[config.mk]
export PLATFORM = sky130hd
export DESIGN_NAME = uart_rx_os
export DESIGN_NICKNAME = d
export VERILOG_FILES = /design/src/rtl/uart_rx_os_pkg.sv /design/src/rtl/uart_rx_os_baud_tick.sv /design/src/rtl/uart_rx_os.sv
export SDC_FILE = /design/constraint.sdc
export NUM_CORES = 1
export LEC_CHECK = 0
export ABC_AREA = 1
export CORE_MARGIN = 10
export CORE_UTILIZATION = 60
export CTS_CLUSTER_SIZE = 24
export DETAILED_ROUTE_END_ITERATION = 8
export GPL_ROUTABILITY_DRIVEN = 0
export PLACE_DENSITY = 0.81
export SYNTH_ARGS = -nofsm -noshare
export SYNTH_HDL_FRONTEND = slang
export SYNTH_SLANG_ARGS = --single-unit
[constraint.sdc]
create_clock -name clk_50M -period 3.4 [get_ports clk_50M]
set_input_delay 0.85 -clock clk_50M [delete_from_list [all_inputs] [get_ports clk_50M]]
set_output_delay 0.85 -clock clk_50M [all_outputs]
set_load 0.02 [all_outputs]
[src/rtl/uart_rx_os_pkg.sv]
// Shared UART definitions: baud divisor helper, majority voter and receiver states.
`timescale 1ns/1ps
package uart_rx_os_pkg;

   // Clock cycles per oversample tick; the transmitter derives its bit clock the same way.
   function automatic int uart_div(input int main_clk, input int baud, input int os);
      return main_clk / (baud * os);
   endfunction

   // Two-out-of-three majority used to filter noise on the sampled line.
   function automatic logic maj3(input logic a, input logic b, input logic c);
      return (a & b) | (a & c) | (b & c);
   endfunction

   typedef enum logic [2:0] {
      ST_IDLE,
      ST_START,
      ST_DATA,
      ST_STOP,
      ST_BREAK
   } rx_state_t;

endpackage

[src/rtl/uart_rx_os_baud_tick.sv]
// Free-running oversample tick divider with a synchronous clear for realignment.
`timescale 1ns/1ps
module uart_rx_os_baud_tick #(
   parameter int DIV = 325
) (
   input  logic clk_50M,
   input  logic rst_n,
   input  logic clear,
   output logic tick
);

   localparam int CW = (DIV > 1) ? $clog2(DIV) : 1;
   localparam logic [CW-1:0] LAST = CW'(DIV - 1);

   logic [CW-1:0] cnt;

   assign tick = (cnt == LAST);

   // Count 0..DIV-1; clear restarts the phase so the first tick lands DIV cycles later.
   always_ff @(posedge clk_50M) begin
      if (!rst_n) begin
         cnt <= '0;
      end else if (clear || tick) begin
         cnt <= '0;
      end else begin
         cnt <= cnt + 1'b1;
      end
   end

endmodule

[src/rtl/uart_rx_os.sv]
// 16x oversampled 8N1 UART receiver with start validation, majority vote and stop check.
`timescale 1ns/1ps
module uart_rx_os
   import uart_rx_os_pkg::*;
#(
   parameter int MAIN_CLK   = 50_000_000,
   parameter int UART_CLK   = 9600,
   parameter int OVERSAMPLE = 16
) (
   input  logic       clk_50M,
   input  logic       rst_n,
   input  logic       uart_rx,
   output logic [7:0] data_out,
   output logic       data_valid,
   output logic       frame_err,
   output logic       rx_busy
);

   localparam int DIV = uart_div(MAIN_CLK, UART_CLK, OVERSAMPLE);

   rx_state_t  state, state_n;
   logic       rx_meta, rx_s;
   logic       tick, clr;
   logic [3:0] smp;
   logic [2:0] bitn;
   logic [7:0] shift;
   logic       s6, s7, vote;
   logic       mid_tick, end_tick;
   logic       load, ferr_n;

   uart_rx_os_baud_tick #(.DIV(DIV)) u_tick (
      .clk_50M (clk_50M),
      .rst_n   (rst_n),
      .clear   (clr),
      .tick    (tick)
   );

   assign mid_tick = tick && (smp == 4'd8);
   assign end_tick = tick && (smp == 4'd15);
   assign vote     = maj3(s6, s7, rx_s);
   assign rx_busy  = (state != ST_IDLE);

   // Two-flop synchronizer; idles high so reset never looks like a start edge.
   always_ff @(posedge clk_50M) begin
      if (!rst_n) begin
         rx_meta <= 1'b1;
         rx_s    <= 1'b1;
      end else begin
         rx_meta <= uart_rx;
         rx_s    <= rx_meta;
      end
   end

   // State register.
   always_ff @(posedge clk_50M) begin
      if (!rst_n) begin
         state <= ST_IDLE;
      end else begin
         state <= state_n;
      end
   end

   // Next-state and control strobes; decisions are taken at mid-bit or at bit end.
   always_comb begin
      state_n = state;
      clr     = 1'b0;
      load    = 1'b0;
      ferr_n  = 1'b0;
      case (state)
         ST_IDLE: begin
            if (!rx_s) begin
               clr     = 1'b1;
               state_n = ST_START;
            end
         end
         ST_START: begin
            if (mid_tick && vote) begin
               state_n = ST_IDLE;
            end else if (end_tick) begin
               state_n = ST_DATA;
            end
         end
         ST_DATA: begin
            if (end_tick && (bitn == 3'd7)) begin
               state_n = ST_STOP;
            end
         end
         ST_STOP: begin
            if (mid_tick) begin
               if (vote) begin
                  load    = 1'b1;
                  state_n = ST_IDLE;
               end else begin
                  ferr_n  = 1'b1;
                  state_n = ST_BREAK;
               end
            end
         end
         ST_BREAK: begin
            if (rx_s) begin
               state_n = ST_IDLE;
            end
         end
         default: state_n = ST_IDLE;
      endcase
   end

   // Datapath: sample counter, vote samples, bit index, shift register and output pulses.
   always_ff @(posedge clk_50M) begin
      if (!rst_n) begin
         smp        <= 4'd0;
         bitn       <= 3'd0;
         shift      <= 8'h00;
         s6         <= 1'b1;
         s7         <= 1'b1;
         data_out   <= 8'h00;
         data_valid <= 1'b0;
         frame_err  <= 1'b0;
      end else begin
         data_valid <= load;
         frame_err  <= ferr_n;
         if (load) begin
            data_out <= shift;
         end
         if (clr) begin
            smp <= 4'd0;
         end else if (tick && (state != ST_IDLE)) begin
            smp <= smp + 1'b1;
         end
         if (tick && (smp == 4'd6)) begin
            s6 <= rx_s;
         end
         if (tick && (smp == 4'd7)) begin
            s7 <= rx_s;
         end
         if ((state == ST_START) && (state_n == ST_DATA)) begin
            bitn <= 3'd0;
         end else if ((state == ST_DATA) && end_tick) begin
            bitn <= bitn + 1'b1;
         end
         if ((state == ST_DATA) && mid_tick) begin
            shift[bitn] <= vote;
         end
      end
   end

endmodule

Yosys cells after proc, flatten, opt, wreduce, memory -nomap -nowiden
Cells that the tools add are included.

operators by class
  order comparisons = 2
  add/subtract/negate cells = 3
  muxes and demuxes = 17
  eq/ne operators = 11
  reductions and logical operators = 18
  bitwise logic cells = 6

operator list
  operator               count
  $mux W3                7
  $pmux W3 S5            1
  $logic_and A1 B1 Y1    11
  $add A9 B1 Y9 const B  1
  $eq A3 B2 Y1 const B   3
  $eq A9 B9 Y1 const B   1
  $bwmux W8              1
  $eq A4 B3 Y1 const B   2
  $eq A4 B4 Y1 const B   2
  $mux W1                7
  $eq A3 B3 Y1 const B   2
  $reduce_or A2 Y1       3
  $add A4 B1 Y4 const B  1
  $lt A3 B4 Y1 const B   1
  $add A3 B1 Y3 const B  1
  $and A1 B1 Y1          3
  $demux W1 S3           1
  $eq A3 B1 Y1 const B   1
  $ge A3 B1 Y1 const B   1
  $logic_not A3 Y1       1
  $reduce_and A3 Y1      1
  $reduce_bool A3 Y1     1
  $or A1 B1 Y1           2
  $logic_or A1 B1 Y1     1
  $not A1 Y1             1

storage, ports and cells
  output and inout port bits = 11
  input port bits = 3
  register bits after elaboration = 41

Logic depth before layout (Yosys ltp)
  depth in word-level cells = 9
  gate-level depth with buffers = 10
  mapped depth without buffers = 10

Modules after synthesis
From an unflattened synthesis, not the netlist that was laid out.

unflattened totals
  cell total of the unflattened synthesis = 273
  area total of the unflattened synthesis = 1,948.1 um^2

modules (own cells, without submodules)
  module                cells each  instances  sequential area each (um^2)  area each (um^2)
  uart_rx_os            204         1          640.6                        1,482.7
  uart_rx_os_baud_tick  69          1          180.2                        465.4

Worst setup path before layout
No wires, ideal clock.

  kind = register to output
  start = reg state[2]
  end = out rx_busy
  cell stages (with the launch flop) = 3
  buffers on the path = 0
  required time = 2.550 ns
  arrival = 0.757 ns
  slack = 1.793 ns
  cells stage by stage = dfxtp_1 > nor3_1 > inv_1

on the way
  cells in the longest elaborated chain, start to end = 1

RTL lines
  what                      line              source
  start: declaration        uart_rx_os.sv:21  rx_state_t state, state_n;
  start signal: assignment  uart_rx_os.sv:59  state <= state_n;
  $reduce_bool A3 Y1        uart_rx_os.sv:41  assign rx_busy = (state != ST_IDLE);
  end: declaration          uart_rx_os.sv:16  output logic rx_busy

No other way between the ends.

Worst setup path in the final report
Same ends and word-level chain as after synthesis.

==> summary.md <==
| Metric | Value |
|---|---|
| Worst setup SP type | `flop` |
| Pwr dens | `397 mW/mm2` |
| Wire per inst | `10.7 um` |
| Vias in the first global route | `1445` |
| Final nets | `278` |
| Die Area | `0.00577 mm2` |
| Post-Route WL | `3.36 mm` |
| CTS tree | `yes` |
| Yosys cell types | `29` |
| Cell Int Power | `0.671 mW` |
| Diode count | `0` |
| RSZ-0062 raised after global routing | `no` |
| Post-synth design cell area | `0.00188 mm2` |
| Die X | `75.9 um` |
| Worst Max-Slew Pin Slew | `0.588 ns` |
| H-Tree Depth | `2` |
| Final min period | `2.50 ns` |
| Clock Skews | `0.0104 ns` |
| Hold Slack | `0.418 ns` |
| Most frequent cells in the layout | `nand2_1, dfxtp_1, nor2_1, inv_1, a21oi_1` |
| Core box area | `0.00303 mm2` |
| Clk_lat worst skew | `0.35 ns` |
| Root Buffer | `clkbuf_4` |
| Clock network power share | `38.8%` |
| Status | `finished, final reports clean` |
| EDFF count, synth | `0` |
| # IOs | `14` |
| Fin crit share | `73.6%` |
| Register area | `821 um2` |
| Vias per cell | `5.10` |
| Inserted Clock Buffers | `5` |
| Max_cap viols | `0` |
| Die H | `75.9 um` |
| VDD IR-drop max | `257 uV` |
| Worst path max stage delay | `0.55 ns` |
| Sum Neg Setup Slack | `0 ns` |
| Async set or reset register ratio after synthesis | `0%` |
| Pin count of the biggest net entering global routing | `22` |
| First-pass GRT wire length | `6.05 mm` |
| WS Path Type | `flop to primary output` |
| Area of the multi-input gates | `921 um2` |
| Syn Area/Cell | `7.45 um2` |
| Vias | `1596` |
| Layout cells sized above 1 | `8.18%` |
| Sequential area share after synthesis | `43.7%` |
| CTS Hold Bufs | `0` |
| Crit path max fanout | `5` |
| Drt first-iter violations | `127` |
| Initial Util | `62.0%` |
| Fmax | `0.399 GHz` |
| Seq cells post-synth | `41` |
| Relative slew slack | `60.7%` |
| Clock slew at reported path FFs | `0.12 ns` |
| Post-Synthesis Cells | `252` |
| Fin. Hold Viols | `0` |
| Filler cells | `258` |
| Clock sink count | `41` |
| Gates resized, CTS repair | `0` |
| Initial antenna violation count | `0` |
| Number of remaining DRC errors | `0` |
| Share of power burned in combinational logic | `3.4%` |
| Setup violators final | `0` |
| GRT Util Overall | `12.2%` |
| Endpoint type of the worst setup path | `primary output` |
| PortBufs | `13` |
| Min-Delay Path Class | `flop to flop` |
| Leakage | `0.827 nW` |
| Psw | `0.174 mW` |
| HPWL Detailed | `2.47 mm` |
| Grt total ovfl | `0` |
| Syn Nets | `262` |
| Core Rows | `20` |
| Clock Path Buffers | `2` |
| Post-route ant nets | `0` |
| Crit-path cells | `nor3_1 > inv_1 > clkdlybuf4s50_1` |
| Area delta synth->final | `13.3%` |
| YS warnings | `0` |
| CP arrival | `1.65 ns` |
| Most used DFF post-synth | `dfxtp_1` |
| Most common cell after layout, fill and taps aside | `nand2_1` |
| Switching Share | `20.6%` |
| Pins Over Slew Limit | `0` |
| Seq pwr share | `57.8%` |
| WP data required | `2.55 ns` |
| Postcts setup bufs | `0` |
| Pre-antenna DRT Iters | `4` |
| Slowest cell on crit path | `clkdlybuf4s50_1` |
final cells by class:
class                           instances  share of cell area, %
Multi-Input combinational cell        177                   43.3
Sequential cell                        41                   38.6
Timing Repair Buffer                   14                   6.47
Inverter                               29                   5.11
Clock buffer                            7                   2.59
Tap cell                               44                   2.59
Clock inverter                          1                   1.41
power by group through the flow:
stage	Combinational, mW	Clock (mW)	Sequential [mW]
after floorplan	0.0203	0	0.499
after global placement	0.0283	0	0.499
after detailed placement	0.0287	0	0.500
after CTS	0.0290	0.338	0.489
after global routing	0.0338	0.361	0.490
final	0.0285	0.328	0.489
worst paths after layout:
kind | startpoint | to | slack (ns) | cells past startpoint
setup / recovery | state[2] | rx_busy | 0.90 | 3
setup reg to reg | smp[0] | data_out[3] | 1.66 | 9
hold reg to reg | rx_meta | rx_s | 0.42 | 1
hold / removal | rx_meta | rx_s | 0.42 | 1
logic make-up (layout without fill, tap and decap cells):
family / count (synthesis) / after routing / share of synthesized area [%]
AO/OA/AOI/OAI: 36 / 36 / 10.3
XOR/XNOR: 3 / 3 / 1.40
adder cells (fa/ha/maj): 7 / 7 / 4.66
buffers and inverters: 34 / 51 / 7.26
flip-flops: 41 / 41 / 43.7
AND/OR/NAND/NOR: 131 / 131 / 32.6
critical path, delay by kind of cell, from the launching register on:
family / cells / cell delay, ns
buf+inv: 2 / 0.65
flops: 1 / 0.36
simple gates: 1 / 0.30
per-stage QoR:
stage	std cells	setup WS, ns	area (um2)	power, mW	util [%]
2_1_floorplan	252	1.79	1880	0.519	-
3_3_place_gp	305	1.13	2040	0.528	67.5
3_5_place_dp	305	1.14	2040	0.528	67.5
4_1_cts	313	0.876	2130	0.856	70.3
5_1_grt	313	0.727	2130	0.884	70.3
6_report	313	0.896	2130	0.845	70.3
synth_stat cells (3+ instances only):
| cell | count | area share, % |
|---|---|---|
| nand2_1 | 58 | 12 |
| dfxtp_1 | 41 | 44 |
| nor2_1 | 26 | 5.2 |
| inv_2 | 4 | 0.80 |
| ha_1 | 7 | 4.7 |
| nor2_4 | 3 | 1.8 |
| a21oi_1 | 25 | 6.7 |
| nor3_1 | 7 | 1.9 |
| inv_1 | 25 | 5.0 |
| o21ai_0 | 5 | 1.3 |
| nand4_1 | 3 | 1.0 |
| nand3_1 | 24 | 6.4 |
| clkbuf_1 | 3 | 0.60 |
layer usage:
metal | vias to the layer above | share of wire [%] | GRT usage, %
li1 | 853 | - | -
met1 | 709 | 45 | 13.7
met2 | 30 | 48 | 20.4
met3 | 4 | 5.7 | 3.77
met4 | 0 | 1.1 | 5.68
met5 | - | 0 | 0
flip-flops by register name (all words and copies together), names as in the netlist, 3 cells and up:
name	flops
state	3
bitn	3
data_out	8
u_tick.cnt	9
shift	8
smp	4
No activity file was read; power rests on OpenSTA's default activity.
